===== src/rtl/tpu_job_dispatcher.sv =====
// rtl/tpu_job_dispatcher.sv - job queue and start/valid sequencer for the matrix-multiply accelerator (option: TPU_DISPATCH_PERF_EN)
module tpu_job_dispatcher #(
    parameter int ADDR_WIDTH = 16,
    parameter int DEPTH      = 4
) (
    input  logic                       clk_i,
    input  logic                       rst_ni,
    input  logic                       job_valid_i,
    output logic                       job_ready_o,
    input  logic [ADDR_WIDTH-1:0]      job_m_i,
    input  logic [ADDR_WIDTH-1:0]      job_k_i,
    input  logic [ADDR_WIDTH-1:0]      job_n_i,
    input  logic [ADDR_WIDTH-1:0]      job_base_a_i,
    input  logic [ADDR_WIDTH-1:0]      job_base_b_i,
    input  logic [ADDR_WIDTH-1:0]      job_base_p_i,
    input  logic                       flush_i,
    output logic                       start_o,
    input  logic                       valid_i,
    output logic [ADDR_WIDTH-1:0]      m_o,
    output logic [ADDR_WIDTH-1:0]      k_o,
    output logic [ADDR_WIDTH-1:0]      n_o,
    output logic [ADDR_WIDTH-1:0]      base_addra_o,
    output logic [ADDR_WIDTH-1:0]      base_addrb_o,
    output logic [ADDR_WIDTH-1:0]      base_addrp_o,
    output logic                       busy_o,
    output logic [$clog2(DEPTH):0]     pending_o,
    output logic                       done_o,
    output logic                       err_o,
    output logic [31:0]                done_cycles_o
);
    localparam int PTR_W = $clog2(DEPTH);
    localparam int CNT_W = PTR_W + 1;

    typedef struct packed {
        logic [ADDR_WIDTH-1:0] m;
        logic [ADDR_WIDTH-1:0] k;
        logic [ADDR_WIDTH-1:0] n;
        logic [ADDR_WIDTH-1:0] a;
        logic [ADDR_WIDTH-1:0] b;
        logic [ADDR_WIDTH-1:0] p;
    } job_t;

    typedef enum logic [1:0] {IDLE, RUN, RELEASE} state_t;

    state_t            state_q, state_d;
    job_t              mem [DEPTH];
    job_t              head;
    logic [PTR_W-1:0]  wr_ptr_q, rd_ptr_q;
    logic [CNT_W-1:0]  count_q;
    logic              push, pop, issue, drop, complete, head_legal;

    assign job_ready_o = (count_q != CNT_W'(DEPTH));
    assign pending_o   = count_q;
    assign push        = job_valid_i && job_ready_o && !flush_i;
    assign head        = mem[rd_ptr_q];
    assign head_legal  = (head.m != '0) && (head.k != '0) && (head.n != '0);

    always_ff @(posedge clk_i) begin
        if (push) begin
            mem[wr_ptr_q] <= '{m: job_m_i, k: job_k_i, n: job_n_i,
                               a: job_base_a_i, b: job_base_b_i, p: job_base_p_i};
        end
    end

    always_ff @(posedge clk_i or negedge rst_ni) begin
        if (!rst_ni) begin
            wr_ptr_q <= '0;
            rd_ptr_q <= '0;
            count_q  <= '0;
        end else if (flush_i) begin
            wr_ptr_q <= '0;
            rd_ptr_q <= '0;
            count_q  <= '0;
        end else begin
            if (push) wr_ptr_q <= wr_ptr_q + 1'b1;
            if (pop)  rd_ptr_q <= rd_ptr_q + 1'b1;
            count_q <= count_q + CNT_W'(push) - CNT_W'(pop);
        end
    end

    // A flush wins over both issuing and dropping the head in IDLE.
    always_comb begin
        state_d  = state_q;
        pop      = 1'b0;
        issue    = 1'b0;
        drop     = 1'b0;
        complete = 1'b0;
        case (state_q)
            IDLE: begin
                if (count_q != '0 && !flush_i) begin
                    if (!head_legal) begin
                        pop  = 1'b1;
                        drop = 1'b1;
                    end else if (!valid_i) begin
                        pop     = 1'b1;
                        issue   = 1'b1;
                        state_d = RUN;
                    end
                end
            end
            RUN: begin
                if (valid_i) begin
                    complete = 1'b1;
                    state_d  = RELEASE;
                end
            end
            RELEASE: begin
                if (!valid_i) state_d = IDLE;
            end
            default: state_d = IDLE;
        endcase
    end

    always_ff @(posedge clk_i or negedge rst_ni) begin
        if (!rst_ni) begin
            state_q      <= IDLE;
            start_o      <= 1'b0;
            done_o       <= 1'b0;
            err_o        <= 1'b0;
            busy_o       <= 1'b0;
            m_o          <= '0;
            k_o          <= '0;
            n_o          <= '0;
            base_addra_o <= '0;
            base_addrb_o <= '0;
            base_addrp_o <= '0;
        end else begin
            state_q <= state_d;
            done_o  <= complete;
            err_o   <= drop;
            busy_o  <= (state_d != IDLE);
            if (issue) begin
                start_o      <= 1'b1;
                m_o          <= head.m;
                k_o          <= head.k;
                n_o          <= head.n;
                base_addra_o <= head.a;
                base_addrb_o <= head.b;
                base_addrp_o <= head.p;
            end else if (complete) begin
                start_o <= 1'b0;
            end
        end
    end

`ifdef TPU_DISPATCH_PERF_EN
    logic [31:0] run_cnt_q, done_cycles_q, run_next;

    // Counts edges spent in RUN, including the issue edge and the completing edge.
    assign run_next = (&run_cnt_q) ? run_cnt_q : run_cnt_q + 32'd1;

    always_ff @(posedge clk_i or negedge rst_ni) begin
        if (!rst_ni) begin
            run_cnt_q     <= '0;
            done_cycles_q <= '0;
        end else begin
            if (issue)                 run_cnt_q <= 32'd1;
            else if (state_q == RUN)   run_cnt_q <= run_next;
            if (complete)              done_cycles_q <= run_next;
        end
    end

    assign done_cycles_o = done_cycles_q;
`else
    assign done_cycles_o = '0;
`endif

endmodule


===== config.mk =====
export PLATFORM = sky130hd
export DESIGN_NAME = tpu_job_dispatcher
export DESIGN_NICKNAME = d
export VERILOG_FILES = /design/src/rtl/tpu_job_dispatcher.sv
export SDC_FILE = /design/constraint.sdc
export NUM_CORES = 1
export LEC_CHECK = 0
export CORE_MARGIN = 8
export CORE_UTILIZATION = 59
export DETAILED_ROUTE_END_ITERATION = 6
export GPL_TIMING_DRIVEN = 0
export PLACE_DENSITY = 0.91
export SLEW_MARGIN = 20
export SYNTH_ARGS = -nofsm -noshare
export SYNTH_HDL_FRONTEND = slang
export SYNTH_SLANG_ARGS = --single-unit

===== constraint.sdc =====
create_clock -name clk_i -period 5.13 [get_ports clk_i]
set_input_delay 0.7695 -clock clk_i [delete_from_list [all_inputs] [get_ports clk_i]]
set_output_delay 0.7695 -clock clk_i [all_outputs]
set_load 0.02 [all_outputs]

Word level (Yosys, flattened, before mapping)
Memory sizes are Yosys's and may differ from the RTL's. Cells that the tools add are included. Widths: inputs -> output; s select.

$add $sub $neg: 4. Equality and inequality tests: 3. Mux-type cells: 27. Reductions and logical operators: 15.

Operator list (count): $reduce_bool 16->1 (3); $mux 2 (9); $mux 1 (16); $reduce_bool 2->1 (4); $pmux 2 s3 (1); $logic_and 1x1->1 (5); $add 2x1->2 const B (2); $add 3x1->3 (1); $mux 3 (1); $ne 3x3->1 const B (1); $reduce_bool 3->1 (1); $sub 3x1->3 (1); $eq 2x1->1 const B (1); $eq 2x2->1 const B (1); $logic_not 2->1 (1); $logic_not 1->1 (1).

Register bits after elaboration: 109. Bits in writable memories: 384. Input port bits: 101. Output and inout port bits: 136. Logic and storage cells: 64. Memories kept: 1.

Memory list: mem (words 4, bits a word 96, rd ports 1, clocked after memory_dff 0, wr ports 1, RTL line 46) `job_t mem [DEPTH];`.

Depth between registers and ports, before layout
An unclocked memory read counts as a cell.

Word-level depth: 9. Mapped depth: 15.

Least setup slack after synthesis
OpenSTA, ideal clock, no wires.

Kind: input-to-reg. From: input port flush_i. To: memory mem[0][0] in the netlist's numbering (enable). Data arrival time: 3.388 ns. Setup slack: 1.276 ns. Stages on the path: 3. Path buffers: 1. Cells stage by stage: clkbuf_1 nor2_1 and2_1.

Word-level cells in the longest chain between the ends: 4.

Ends and longest elaborated chain: from (decl) (RTL line 16) `input logic flush_i,`; $logic_not 1->1 (RTL line 54) `assign push = job_valid_i && job_ready_o && !flush_i;`; $logic_and 1x1->1 (RTL line 54); $mux 1 (RTL line 59) `if (push) begin`; $mux 1 (not written as such) (RTL line 60) `mem[wr_ptr_q] <= '{m: job_m_i, k: job_k_i, n: job_n_i,`; to (decl) (RTL line 46).

Every way passes these cells.

Worst setup path in the final report
From: register rd_ptr_q[1]. To: register count_q[2] (netlist: pending_o[2]).

Word-level cells in the longest chain between the ends: 9.

Ends and longest elaborated chain: from (decl) (RTL line 48) `logic [PTR_W-1:0] wr_ptr_q, rd_ptr_q;`; from (signal assigned) (RTL line 76) `if (pop) rd_ptr_q <= rd_ptr_q + 1'b1;`; $mem_v2 4x96 (*); $reduce_bool 16->1 (RTL line 56) `assign head_legal = (head.m != '0) && (head.k != '0) && (head.n != '0);`; $logic_and 1x1->1 (RTL line 56); $logic_and 1x1->1 (*) (RTL line 56); $mux 1 (*) (RTL line 91) `if (!head_legal) begin`; $mux 1 (*) (RTL line 90) `if (count_q != '0 && !flush_i) begin`; $mux 1 (*) (RTL line 88) `case (state_q)`; $sub 3x1->3 (*) (RTL line 77) `count_q <= count_q + CNT_W'(push) - CNT_W'(pop);`; $mux 3 (*) (RTL line 70) `end else if (flush_i) begin`; to (signal assigned) (RTL line 77); to (decl) (RTL line 49) `logic [CNT_W-1:0] count_q;`.

Mark *: on every way between the ends. The rest lies on a longest branch, timed or not. A chain may end at the register's enable or synchronous reset.

==> results.yml <==
run_status:
  status: "finished, final reports clean"
timing:
  finalCriticalPeriod_ns: 4.46
  drv_slew: 0
  finalHoldViolCount: 0
  slew_headroom_pct: 36.6
  setup_viol: 0
  tightest_slew_ns: 0.952
  setup_ws_ns: 0.674
  rsz0062_at_grt: "false"
  finalSetupTns_ns: 0
  skew_ns: 0.0184
  max_freq_mhz: 224
  period_share_pct: 86.9
place:
  post-place-ws_ns: 0.737
  io_buffers: 203
  placed_cell_area_um2: 21300
  post-dp-hpwl_um: 25500
  place_congestion: 0.764
clocking:
  tritoncts: "built"
  h-tree-depth: 2
  numCtsBuffers: 46
  insertion_delay_ns: 0.54
  cts_buffer_depth: 3
  path_clk_slew_ns: 0.06
  cts_resized: 0
  cts-root-buf: "clkbuf_16"
  cts_setup_buffers: 0
  hold_buffers: 0
  cts.sinks: 493
synthesis:
  synth_area_um2: 18400
  synth.avg_cell_area_um2: 22.5
  ys_seq_elements: 493
  ys_warn_count: 0
  synth.distinct_cells: 32
  synth_area_leader_cell: "edfxtp_1"
  synth.top_cell.area_share_pct: 62.6
  ys_top_cells_by_area: "edfxtp_1 63%, dfrtp_1 15%, mux4_2 12%"
  synthCells: 819
  synth_seq_area_share_pct: 77.4
worst_setup_path:
  worstPathArrival_ns: 4.86
  cp_top_family: "simple AND/OR/NAND/NOR gates"
  crit_buf_inv: 4
  cp_slowest_stage_delay_ns: 0.61
  critical_path_class: "reg -> reg"
  ff2ff_setup_slack_ns: 0.67
  cp_slowest_cell: "clkbuf_1"
  critPathCaptureType: "register"
  cp_cell_sequence: "buf_2 > clkbuf_1 > mux4_2 > nor4_1 > and4_1 > nor4_1 > nor2_1 > ha_1 > inv_1 > ha_1 > inv_1 > fa_1 > xor2_1 > xnor2_1 > nor2_1"
  crit_required_ns: 5.53
  cp-start-kind: "register"
  crit_path_max_fanout: 10
die:
  io_pins: 237
  fp.dieW_um: 193
  core_um2: 30700
  die_area_um2: 37200
  start_util_pct: 60.1
  rows: 64
  die_y_um: 193
global_routing:
  grt-ovfl-total: 0
  antenna_found_initial: 3
  grt_pass1_vias: 9750
  grt_max_degree: 70
  grt_pass1_wl_um: 58700
  track_usage_pct: 21.3
finish:
  regArea_um2: 14300
  drive_gt1_share_pct: 28.4
  fill_cells: 1695
  fin_area_um2: 22700
  fin_nets: 1218
  area_growth_pct: 23.4
  multi_input_area_um2: 3810
power:
  internal-power_mw: 8.39
  p_seq_share_pct: 44.9
  power.switching_mw: 3.20
  swShare_pct: 27.6
  irDropWorstVdd_mv: 0.384
  comb_power_share_pct: 27.2
  power_density_nw_per_um2: 509
  cellLeakagePower_nw: 7.93
  p_clk_share_pct: 27.8
flow_run:
  max_cap_viol_count: 0
hold_path:
  hold_path_class: "in -> async"
routing:
  drt_pass1_iterations: 4
  drc: 0
  postRouteAntennaNets: 0
  dr_total_vias: 8835
  vias_per_cell: 5.72
  dr.first_iter.drc_count: 593
  finalWirelength_um: 39200
  routedWlPerCell_um: 25.4
cell type report:
cell class / count / share of cell area [%]
tap: 396 / 2.18
timing repair buffer: 212 / 9.89
inverter: 8 / 0.132
antenna: 3 / 0.0330
sequential: 493 / 62.7
multi-input combinational: 284 / 16.8
buffer: 65 / 2.01
clock inverter: 20 / 0.677
clock buffer: 64 / 5.63
through the flow:
stage                     total power [mW]  util (%)  hold WS, ns  instances
after CTS                             11.7      74.1        0.151       1542
after detailed placement              8.46      69.5        0.492       1458
after global placement                8.33      68.7        0.487       1449
after floorplan                       7.02         -        0.474        850
final                                 11.6      74.2        0.147       1545
after global routing                  12.0      74.2        0.174       1543
path summary, 6_finish.rpt:
check                                          to  cells after the start               startpoint
hold reg to reg                m_o[1]$_DFFE_PN0P_                      1       m_o[1]$_DFFE_PN0P_
setup reg to reg           pending_o[2]$_DFF_PN0_                     15  rd_ptr_q[1]$_DFFE_PN0P_
setup / recovery           pending_o[2]$_DFF_PN0_                     15  rd_ptr_q[1]$_DFFE_PN0P_
hold / removal                 k_o[3]$_DFFE_PN0P_                      1                   rst_ni
min in group clk_i             m_o[1]$_DFFE_PN0P_                      1       m_o[1]$_DFFE_PN0P_
max in group asynchronous     m_o[15]$_DFFE_PN0P_                      2                   rst_ni
cell families after synthesis:
family                     count (synthesis)  synth area share (%)
DFF                                      493                  77.4
muxes                                    193                  17.8
buffers and inverters                     73                  2.64
and+or+nand+nor                           42                  1.34
adders and majority gates                  7                 0.516
AOI/OAI and AO/OA                          7                 0.204
xor gates and xnor gates                   3                 0.143
other                                      1                0.0203
synthesized netlist by cell type:
cell      number
fa_1           1
nor2b_1        1
and4_1         3
buf_4         41
dfrtp_1      109
xor2_1         1
nor2_1         8
conb_1         1
mux2_2        89
or4_1          1
nand3_2        1
a21oi_1        3
clkbuf_1      12
ha_1           6
and2_1         4
nand2b_1       3
edfxtp_1     384
buf_6          7
o21ai_0        3
inv_1          8
nand3_1        1
o211ai_1       1
nand2_1        4
nor4_1        13
mux2i_1        1
nor3_2         1
mux2_4         7
or3_1          1
mux4_2        96
xnor2_1        2
nor3_1         1
buf_2          5
power by group through the flow:
stage	sequential, mW	combinational (mW)	clock [mW]
after floorplan	5.71	1.31	0
after global placement	5.28	3.06	0
after detailed placement	5.27	3.18	0
after CTS	5.21	3.21	3.28
after global routing	5.26	3.34	3.42
final	5.21	3.16	3.22
placed cells by master, fill, tap and decap left out, types with 4 or more instances in the layout:
master,n
and2_4,4
buf_12,4
buf_16,5
buf_2,5
buf_4,41
buf_6,8
clkbuf_1,25
clkbuf_16,47
clkbuf_8,4
clkdlybuf4s50_1,202
clkinv_1,7
clkinv_2,7
conb_1,32
dfrtp_1,109
edfxtp_1,384
ha_1,6
inv_1,8
mux2_2,89
mux2_4,7
mux4_2,96
nand2_1,4
nor2_1,8
nor4_1,13
layer usage:
layer  global-route usage, %  share of wire [%]
met1                    26.4                 38
met3                    5.26                8.1
met5                       0              0.066
met4                    6.29                2.3
met2                    36.8                 51
flip-flops by register name (all words and copies together), names as in the netlist:
register      cells
start_o           1
base_addra_o     16
base_addrb_o     16
base_addrp_o     16
busy_o            1
mem             384
wr_ptr_q          2
done_o            1
state_q           2
pending_o         3
m_o              16
k_o              16
n_o              16
rd_ptr_q          2
err_o             1
No activity file was read; power rests on OpenSTA's default activity.
